[config.mk]
export PLATFORM = sky130hd
export DESIGN_NAME = aes_stream_ctrl
export DESIGN_NICKNAME = d
export VERILOG_FILES = /design/src/rtl/aes_stream_ctrl.sv
export SDC_FILE = /design/constraint.sdc
export NUM_CORES = 1
export LEC_CHECK = 0
export BUFFER_PORTS_ARGS = -buffer_cell sky130_fd_sc_hd__buf_2
export CAP_MARGIN = 20
export CELL_PAD_IN_SITES_DETAIL_PLACEMENT = 1
export CELL_PAD_IN_SITES_GLOBAL_PLACEMENT = 1
export CORE_MARGIN = 3
export CORE_UTILIZATION = 45
export CTS_CLUSTER_DIAMETER = 120
export CTS_CLUSTER_SIZE = 24
export DETAILED_ROUTE_END_ITERATION = 10
export GPL_TIMING_DRIVEN = 0
export PLACE_DENSITY = 0.89
export SYNTH_ARGS = -nofsm -noshare
export SYNTH_HDL_FRONTEND = slang
export SYNTH_SLANG_ARGS = --single-unit
[constraint.sdc]
create_clock -name clk -period 5.4 [get_ports clk]
set_clock_uncertainty 0.1 [all_clocks]
set_input_delay 1.08 -clock clk [delete_from_list [all_inputs] [get_ports clk]]
set_output_delay 1.08 -clock clk [all_outputs]
set_load 0.005 [all_outputs]
[src/rtl/aes_stream_ctrl.sv]
// aes_stream_ctrl
// Load/unload controller between narrow beat interfaces and a 128-bit AES core.
// It builds the key and the text from IN_W-bit beats. It then gives the core a
// one-cycle core_ld pulse and waits for core_done, with a timeout. The 128-bit
// result is then sent out as OUT_W-bit beats, MSB first.
//
// Ports
//   clk, rst_n            clock (rising edge), asynchronous active-low reset
//   flush                 synchronous abort to IDLE, forgets the stored key
//   in_valid/in_ready     input handshake, in_data is the beat payload
//   key_keep              sampled on the first beat of a frame, reuse stored key
//   core_ld               one-cycle start pulse to the core
//   core_key/core_text    operand registers presented to the core
//   core_done/core_result core completion pulse and result
//   out_valid/out_ready   output handshake, out_data is the beat payload
//   out_last              marks the final output beat of a block
//   busy                  controller is not idle
//   err                   one-cycle pulse when the core times out
//
// state     | meaning
// ----------+---------------------------------------------------------
// IDLE      | waiting for the first beat of a frame
// LOAD_KEY  | shifting key beats into key_reg
// LOAD_TEXT | shifting text beats into text_reg
// START     | core_ld high, operands stable
// WAIT      | waiting for core_done, timeout timer running
// UNLOAD    | streaming result_reg out, OUT_W bits per beat
module aes_stream_ctrl #(
    parameter int IN_W    = 4,
    parameter int OUT_W   = 8,
    parameter int TIMEOUT = 1023
) (
    input  logic             clk,
    input  logic             rst_n,
    input  logic             flush,
    input  logic             in_valid,
    output logic             in_ready,
    input  logic [IN_W-1:0]  in_data,
    input  logic             key_keep,
    output logic             core_ld,
    output logic [127:0]     core_key,
    output logic [127:0]     core_text,
    input  logic             core_done,
    input  logic [127:0]     core_result,
    output logic             out_valid,
    input  logic             out_ready,
    output logic [OUT_W-1:0] out_data,
    output logic             out_last,
    output logic             busy,
    output logic             err
);

    localparam int NI        = 128 / IN_W;
    localparam int NO        = 128 / OUT_W;
    localparam int MAX_NI_NO = (NI > NO) ? NI : NO;
    localparam int CNT_MAX   = (MAX_NI_NO > TIMEOUT + 1) ? MAX_NI_NO : TIMEOUT + 1;
    localparam int CW        = $clog2(CNT_MAX);

    localparam logic [CW-1:0] NI_LAST = CW'(NI - 1);
    localparam logic [CW-1:0] NO_LAST = CW'(NO - 1);
    localparam logic [CW-1:0] TO_LAST = CW'(TIMEOUT - 1);

    typedef enum logic [2:0] {
        IDLE,
        LOAD_KEY,
        LOAD_TEXT,
        START,
        WAIT,
        UNLOAD
    } state_t;

    state_t        state;
    logic [127:0]  key_reg;
    logic [127:0]  text_reg;
    logic [127:0]  result_reg;
    logic          key_vld;
    logic [CW-1:0] cnt;
    logic [CW-1:0] timer;
    logic          accept;
    logic [127:0]  in_ext;

    assign in_ready  = ((state == IDLE) || (state == LOAD_KEY) || (state == LOAD_TEXT)) && !flush;
    assign accept    = in_valid && in_ready;
    assign in_ext    = 128'(in_data);
    assign core_key  = key_reg;
    assign core_text = text_reg;
    assign out_data  = result_reg[127 -: OUT_W];
    assign out_last  = out_valid && (cnt == NO_LAST);
    assign busy      = (state != IDLE);

    always_ff @(posedge clk or negedge rst_n) begin
        if (!rst_n) begin
            state      <= IDLE;
            key_reg    <= '0;
            text_reg   <= '0;
            result_reg <= '0;
            key_vld    <= 1'b0;
            cnt        <= '0;
            timer      <= '0;
            core_ld    <= 1'b0;
            out_valid  <= 1'b0;
            err        <= 1'b0;
        end else if (flush) begin
            state     <= IDLE;
            key_vld   <= 1'b0;
            cnt       <= '0;
            timer     <= '0;
            core_ld   <= 1'b0;
            out_valid <= 1'b0;
            err       <= 1'b0;
        end else begin
            core_ld <= 1'b0;
            err     <= 1'b0;
            case (state)
                IDLE: begin
                    if (accept) begin
                        if (key_keep && key_vld) begin
                            text_reg <= (text_reg << IN_W) | in_ext;
                            if (NI == 1) begin
                                state   <= START;
                                core_ld <= 1'b1;
                                cnt     <= '0;
                            end else begin
                                state <= LOAD_TEXT;
                                cnt   <= CW'(1);
                            end
                        end else begin
                            // A new key is being written, so the old one is no longer usable.
                            key_reg <= (key_reg << IN_W) | in_ext;
                            if (NI == 1) begin
                                state   <= LOAD_TEXT;
                                key_vld <= 1'b1;
                                cnt     <= '0;
                            end else begin
                                state   <= LOAD_KEY;
                                key_vld <= 1'b0;
                                cnt     <= CW'(1);
                            end
                        end
                    end
                end
                LOAD_KEY: begin
                    if (accept) begin
                        key_reg <= (key_reg << IN_W) | in_ext;
                        if (cnt == NI_LAST) begin
                            state   <= LOAD_TEXT;
                            key_vld <= 1'b1;
                            cnt     <= '0;
                        end else begin
                            cnt <= cnt + CW'(1);
                        end
                    end
                end
                LOAD_TEXT: begin
                    if (accept) begin
                        text_reg <= (text_reg << IN_W) | in_ext;
                        if (cnt == NI_LAST) begin
                            state   <= START;
                            core_ld <= 1'b1;
                            cnt     <= '0;
                        end else begin
                            cnt <= cnt + CW'(1);
                        end
                    end
                end
                START: begin
                    // The timer counts down. Terminal count 0 is reached on the
                    // TIMEOUT-th WAIT cycle, so err rises TIMEOUT+1 cycles after core_ld.
                    state <= WAIT;
                    timer <= TO_LAST;
                end
                WAIT: begin
                    if (core_done) begin
                        result_reg <= core_result;
                        cnt        <= '0;
                        out_valid  <= 1'b1;
                        state      <= UNLOAD;
                    end else if (timer == '0) begin
                        err     <= 1'b1;
                        key_vld <= 1'b0;
                        state   <= IDLE;
                    end else begin
                        timer <= timer - CW'(1);
                    end
                end
                UNLOAD: begin
                    if (out_ready) begin
                        result_reg <= result_reg << OUT_W;
                        if (cnt == NO_LAST) begin
                            out_valid <= 1'b0;
                            cnt       <= '0;
                            state     <= IDLE;
                        end else begin
                            cnt <= cnt + CW'(1);
                        end
                    end
                end
                default: state <= IDLE;
            endcase
        end
    end

endmodule

==> Word level (Yosys, flattened, before mapping) <==
Cells that the tools add are included.
{ "classes": {"mux": 56, "n_div": 0, "n_eq_ne": 28, "n_addsub": 2, "mul": 0, "shifts": 0, "bitwise_logic": 3, "order_cmp": 0, "n_reduce_logical": 26} }
{ "op_table": {"columns": ["op", "n"], "rows": [
  ["two-way mux 128 bit", 8],
  ["case mux 128 bit (2 select lines)", 3],
  ["OR 128 x 4 -> 128 bit", 2],
  ["two-way mux 10 bit", 10],
  ["case mux 10 bit (4 select lines)", 1],
  ["two-way mux 3 bit", 10],
  ["!= test 3 bit (second input constant)", 10],
  ["case mux 10 bit (2 select lines)", 1],
  ["two-way mux 1 bit", 19],
  ["case mux 3 bit (6 select lines)", 1],
  ["AND reduction 5 bit", 3],
  ["!= test 2 bit (second input constant)", 6],
  ["adder 10 x 1 -> 10 bit (second input constant)", 1],
  ["equality test 10 x 4 -> 1 bit (second input constant)", 1],
  ["equality test 10 x 5 -> 1 bit (second input constant)", 1],
  ["zero test 10 bit", 1],
  ["subtractor 10 x 1 -> 10 bit (second input constant)", 1],
  ["nonzero test 3 bit", 3],
  ["AND reduction 4 bit", 2],
  ["AND reduction 8 bit", 1],
  ["AND reduction 7 bit", 1],
  ["equality test 3 x 2 -> 1 bit (second input constant)", 2],
  ["equality test 3 bit (second input constant)", 2],
  ["!= test 3 x 2 -> 1 bit (second input constant)", 2],
  ["17 further kinds", 23]
]} }
{ "word_totals": {"mem_bits_rw": 0, "mem_bits_ro": 0, "in_bits": 139, "wordCells": 125, "n_memories": 0, "out_inout_bits": 270, "regBits": 411, "latchBits": 0} }

==> Depth between registers and ports, before layout <==
Gate-level depths: netlist of run 1.
{ "logic_depth": {"ltp_word": 8, "ltp_mapped": 8, "ltp_nobuf": 7} }

==> Worst setup path after synthesis of run 1 <==
OpenSTA, ideal clock, no wires.
{ "synth_path": {"path_type": "input port to output port", "startpoint": "in flush", "endpoint": "out in_ready", "slack_ps": 2694, "path_buffers": 1, "arrival_ps": 1526, "required_ps": 4220, "stages": 2, "path_cell_list": "clkbuf_8 a211oi_1"} }
{ "synth_via": {"elab_chain_cells": 2} }
{ "synth_rtl": {"columns": ["item", "line", "source"], "rows": [
  ["start: declaration", "35", "input logic flush,"],
  ["zero test 1 bit", "82", "assign in_ready = ((state == IDLE) || (state == LOAD_KEY) || (state == LOAD_TEXT)) && !flush;"],
  ["logical AND 1 bit", "82", null],
  ["end: declaration", "37", "output logic in_ready,"]
]} }
Every way passes these cells.

==> Worst setup path in the final report of run 1 <==
{ "layout_path": {"startpoint": "reg cnt[5]", "endpoint": "out out_last"} }
{ "layout_via": {"elab_chain_cells": 2} }
{ "layout_rtl": {"columns": ["item", "line", "source"], "rows": [
  ["start: declaration", "77", "logic [CW-1:0] cnt;"],
  ["start signal: assignment", "150", "cnt <= cnt + CW'(1);"],
  ["start signal: assignment", "162", "cnt <= cnt + CW'(1);"],
  ["start signal: assignment", "194", "cnt <= cnt + CW'(1);"],
  ["equality test 10 x 4 -> 1 bit", "88", "assign out_last = out_valid && (cnt == NO_LAST);"],
  ["logical AND 1 bit", "88", null],
  ["end: declaration", "48", "output logic out_last,"]
]} }
Every way passes these cells.

==> impl_metrics.csv, run 1 <==
group,metric,value,unit
drt,viasPerCell,5.406,
floorplanning,core_area,0.03687,sq mm
clock_network,cts_setup_buffers,0,
floorplanning,std_cell_rows,70,
placed_design,gp_congestion,0.8448,
clock_network,tritoncts,"yes",
drt,route.detailed.drc,0,
clock_network,cts-root-buf,"clkbuf_16",
synth,netlist_top_cells_count,"411 x dfrtp_1, 266 x nand2_1, 257 x mux2_2, 143 x nor2_1, 128 x a31oi_1",
global_routing,grt_pass1_vias,14230,
global_routing,grt_most_used_layer,"met2",
placed_design,place_ws,1.899,ns
sta,tightest_slew,0.8948,ns
floorplanning,pin_count,409,
global_routing,grt_max_degree,119,
power_and_ir_drop,vdd_drop_max,192.5,uV
critical_path,path_class,"reg2out",
synth,synth_sequential_area_ratio,60.62,%
placed_design,port_buffers,407,
sta,maxSlewHeadroom,39.53,%
global_routing,grt_pass1_wl,83.58,mm
flow_run,maxCapViolCount,0,
layout,multi_input_area,0.006140,sq mm
critical_path,crit_fanout,6,
global_routing,grt_use_total,25.81,%
sta,setup_viol,0,
floorplanning,die_h,200.2,microns
synth,syn_avg_cell_area,11.76,sq um
placed_design,hpwl,40.70,mm
power_and_ir_drop,powerDensity,409.4,mW/mm^2
global_routing,met2_usage,45.85,%
sta,max_freq,300.5,MHz
clock_network,insertion_delay,0.55,ns
layout,drive_gt1_share,40.03,%
drt,routed_wl,53.18,mm
synth,synth_most_common_cell,"dfrtp_1",
clock_network,ctsHoldBuffers,0,
floorplanning,fp.dieArea,0.04007,sq mm
layout,layout.area.seq,0.01028,sq mm
synth,ys_ff_latch,411,
clock_network,max-clock-path-buffers,3,
hold_path,hold_path_class,"in2async",
synth,synth-async-reset-ratio,100.0,%
global_routing,antenna_found_initial,22,
synth,syn_nets,1584,
clock_network,clock-sinks,411,
power_and_ir_drop,leakage,10.62,nW
layout,areaGrowthSynthToFinish,19.79,%
run_status,status,"completed",
synth,ys_types,59,
clock_network,clk_pin_slew,0.10,ns
sta,period_share,61.63,%
synth,synth_edf_count,0,
global_routing,overflow,0,
global_routing,met1_usage,30.59,%
critical_path,startpoint,"cnt[5]",
floorplanning,start_util,46.01,%
synth,synth_top_area_cell,"dfrtp_1",
drt,postRouteAntennaNets,0,
layout,fill_cells,4009,
synth,syn_inst,1443,
sta,min_period,3.328,ns
floorplanning,fp.dieW,200.2,microns
sta,hold_viol,0,
power_and_ir_drop,finalPower,8.320,mW
global_routing,grtUsageMet3,5.948,%
critical_path,crit_path_end_kind,"output port",
sta,setup_slack,2.072,ns
sta,slew_viol_final,0,
synth,synth_area_leaders,"dfrtp_1 61%, mux2_2 17%, nand2_1 5.9%",
drt,via_count,12940,
critical_path,rr_endpoint,"core_text[124]",
critical_path,crit_arrival,2.15,ns
synth,synth_top_flop_cell,"dfrtp_1",
clock_network,cts_inserted_buffers,21,
drt,drtIter0Drc,622,
critical_path,reg2reg_from,"state[2]",
clock_network,h-tree-depth,1,
drt,drt_pass1_iterations,4,
synth,mappedNetlistArea,0.01697,sq mm
layout,nets,2017,
critical_path,r2r_slack,2.33,ns
synth,synth.top_cell.area_share,60.62,%
clock_network,cts_resized,0,
critical_path,ff2ff_path_depth,6,
sta,rsz0062_at_grt,"false",
synth,yosysWarnings,0,
critical_path,startpoint_type,"flip-flop",
critical_path,required,4.22,ns
drt,wl_per_cell,22.22,microns
critical path: stages, from the launching register on:
cell,delay [ns]
dfrtp_1,0.43
or4_1,0.59
nor3_1,0.28
and2_1,0.17
buf_2,0.12
cell families after synthesis:
| family | synth area share (%) |
|---|---|
| compound gates | 7.441 |
| xor+xnor | 0.1033 |
| fa+ha+maj | 0.1475 |
| buf+inv | 3.193 |
| flops | 60.62 |
| mux | 17.15 |
| simple gates | 11.35 |
cell type report:
cell class,count,area share [%]
Clock buffer,21,2.586
Buffer,107,2.573
Sequential cell,411,50.61
Tap cell,504,3.103
Multi-Input combinational cell,920,30.21
Timing Repair Buffer,410,10.48
Inverter,5,0.09235
Antenna cell,13,0.1601
Clock inverter,2,0.1909
report_power, final:
group	internal (mW)	switching [mW]	total [mW]
clock network	0.714	0.997	1.71
registers	3.82	0.563	4.39
logic	1.04	1.18	2.22
total	5.58	2.74	8.32
routing by layer:
layer	wire, microns	vias up
li1	-	5852
met1	20840	6578
met2	27340	384
met3	3046	104
met4	1821	18
met5	126	-
worst max-delay path by stage:
stage / to / slack, ns
after global placement: core_key[73] / -4.65
final: out_last / 2.07
after detailed placement: core_text[124] / 1.90
after floorplan: in_ready / 2.69
after CTS: out_last / 2.05
after global routing: out_last / 1.92
placed cells by master (no fill, tap or decap), drive strengths merged, types with 2 or more instances in the layout:
cell type,instances
buf,451
dfrtp,411
nand2,266
mux2,258
nor2,143
a31oi,128
clkbuf,87
nand3,15
a21oi,14
diode,13
o21ai,9
nor3,8
o22a,8
inv,6
a21o,5
nand2b,4
nand3b,4
a22o,4
or3,4
or2,3
a41oi,3
o21ba,3
xnor2,2
and3,2
a22oi,2
o311ai,2
o31ai,2
and2,2
nor4,2
nand4,2
a211oi,2
or3b,2
ha,2
nor4b,2
per-stage QoR:
| step | cell area, sq um | hold slack (ns) | TNS (ns) | cells | utilization, % |
|---|---|---|---|---|---|
| 6_report | 20320 | 0.3713 | 0 | 2393 | 55.12 |
| 5_1_grt | 20320 | 0.4120 | 0 | 2391 | 55.10 |
| 4_1_cts | 20290 | 0.3898 | 0 | 2380 | 55.03 |
| 3_5_place_dp | 19730 | 0.3731 | 0 | 2357 | 53.50 |
| 3_3_place_gp | 19630 | 0.3591 | -1885.51 | 2354 | 53.25 |
| 2_1_floorplan | 16970 | 0.3386 | 0 | 1443 | - |
No activity file was read; power rests on OpenSTA's default activity.
==> inputs of run 2 (changes only) <==
Settings changed: CORE_UTILIZATION 45 to 38, PLACE_DENSITY 0.89 to 0.8.
Clock period 5.4 ns to 3.05 ns, I/O delays scaled along.
==> impl_metrics.csv, run 2 (synthesis results as in run 1) <==
group,metric,value,unit
run_status,status,"completed",
power_and_ir_drop,power.share.clock,20.9,%
critical_path,critical_path_buf_inv_count,3,
flow_run,maxCapViolCount,0,
critical_path,r2r_slack,0.12,ns
clock_network,clk_pin_slew,0.10,ns
layout,drive_gt1_share,40.12,%
critical_path,startpoint_type,"flip-flop",
sta,slew_viol_final,0,
power_and_ir_drop,leakage,10.63,nW
layout,final_cell_mix,"436 x buf_2, 411 x dfrtp_1, 266 x nand2_1, 257 x mux2_2, 143 x nor2_1",
layout,areaGrowthSynthToFinish,20.39,%
critical_path,reg2reg_from,"state[2]",
power_and_ir_drop,switching_share,32.34,%
critical_path,max_stage_delay,0.75,ns
critical_path,startpoint,"state[2]",
floorplanning,fp.dieW,217.3,microns
power_and_ir_drop,p_int,9.875,mW
placed_design,place_ws,0.08652,ns
sta,period_share,96.16,%
critical_path,path_class,"reg2reg",
drt,routed_wl,50.24,mm
clock_network,max-clock-path-buffers,3,
global_routing,grt_use_total,20.72,%
placed_design,dp_cells,2438,
sta,setup_viol,0,
global_routing,grt_max_degree,119,
critical_path,crit_arrival,3.26,ns
drt,drt_pass1_iterations,5,
power_and_ir_drop,combPwrFrac,26.3,%
clock_network,cts_inserted_buffers,21,
critical_path,crit_fanout,10,
drt,route.detailed.drc,0,
drt,wl_per_cell,20.35,microns
global_routing,overflow,0,
sta,tightest_slew,0.8450,ns
clock_network,cts-root-buf,"clkbuf_16",
drt,postRouteAntennaNets,0,
placed_design,port_buffers,407,
layout,final_common_cell,"buf_2",
clock_network,cts_setup_buffers,0,
critical_path,crit_family,"buffers and inverters",
drt,drtIter0Drc,622,
power_and_ir_drop,p_seq_share,52.8,%
placed_design,hpwl,38.66,mm
clock_network,tritoncts,"yes",
global_routing,grt_pass1_wl,78.11,mm
critical_path,crit_top_cell,"buf_2",
sta,min_period,2.933,ns
critical_path,crit_path_end_kind,"flip-flop",
sta,setup_slack,0.1172,ns
sta,rsz0062_at_grt,"false",
floorplanning,die_h,217.3,microns
drt,viasPerCell,5.103,
clock_network,h-tree-depth,1,
floorplanning,start_util,38.96,%
drt,via_count,12600,
power_and_ir_drop,powerDensity,714.5,mW/mm^2
floorplanning,fp.dieArea,0.04722,sq mm
clock_network,insertion_delay,0.56,ns
placed_design,gp_congestion,0.8469,
hold_path,hold_path_class,"in2reg",
layout,final-instance-count-excl-fill,2469,
clock_network,clock-sinks,411,
floorplanning,pin_count,409,
hold_path,hold_path_startpoint,"core_result[5]",
floorplanning,std_cell_rows,76,
critical_path,cpMaxStageDelayCell,"nor4bb_1",
global_routing,antenna_found_initial,16,
sta,max_freq,341.0,MHz
critical_path,ff2ff_path_depth,6,
power_and_ir_drop,p_sw,4.720,mW
critical_path,crit_cells,6,
sta,maxSlewHeadroom,42.90,%
hold_path,whs_path_depth,3,
power_and_ir_drop,vdd_drop_max,333.3,uV
floorplanning,core_area,0.04355,sq mm
critical_path,required,3.38,ns
global_routing,grt_pass1_vias,13520,
sta,hold_viol,0,
layout,nets,2018,
critical_path,crit_chain,"buf_2 -> nor2_1 -> nor4bb_1 -> clkbuf_1 -> buf_2 -> mux2_2",
==> run 2: cell count changes in the layout (fill, tap and decap cells not counted), sizes merged <==
cell,before,now
diode,13,7
dlygate4sd3,0,1
==> run 2: area by class of cell <==
type                    instances  area (sq um)
well taps                     585         732.0
repair buffers                411          2140
diodes                          7         17.52
multi-input cells             920          6145
clock buffers                  21         525.5
inverters                       5         18.77
flip-flops and latches        411         10280
clock inverters                 2         38.79
plain buffers                 107         524.3
fillers                      4900         23130
==> run 2: layer usage <==
metal,GRT usage [%],vias to the layer above,wire length [microns]
met1,26.11,6387,20860
met2,36.41,289,25210
met4,5.197,20,1097
li1,-,5830,-
met3,4.440,73,2939
met5,0,-,134
==> run 2: worst paths after layout <==
| kind | to |
|---|---|
| max in group asynchronous | result_reg[45] |
| hold reg to reg | result_reg[0] |
| setup reg to reg | core_text[2] |
| hold / removal | result_reg[5] |
| setup / recovery | core_text[2] |
| min in group asynchronous | core_text[97] |
==> run 2: through the flow <==
step	TNS [ns]	instance area (sq um)	hold WS, ns	util (%)	power, mW
6_report	0	20430	0.1647	46.90	14.59
5_1_grt	0	20420	0.1432	46.88	15.56
4_1_cts	0	20400	0.1415	46.85	14.77
3_5_place_dp	0	19830	0.3748	45.53	11.71
3_3_place_gp	-2744.67	19740	0.3580	45.31	11.43
2_1_floorplan	0	16970	0.2144	-	9.895
==> run 2: tightest hold or removal path, cell delays in order <==
cell and delay, ns:
buf_2 0.08, nand3_1 0.05, nand2_1 0.06
==> run 2: what timing repair did <==
item | 4_1_cts | 5_1_grt
setup endpoints to repair | 0 | 23
hold buffers | 1 | 0
resized for setup | 0 | 3
hold endpoints to repair | 71 | 0
==> run 2: power groups by stage <==
stage / clock network (mW) / logic, mW / registers (mW)
final: 3.05 / 3.83 / 7.71
after global routing: 3.39 / 4.27 / 7.90
after CTS: 3.16 / 3.89 / 7.73
after detailed placement: 0 / 3.88 / 7.83
after global placement: 0 / 3.68 / 7.75
after floorplan: 0 / 2.34 / 7.55
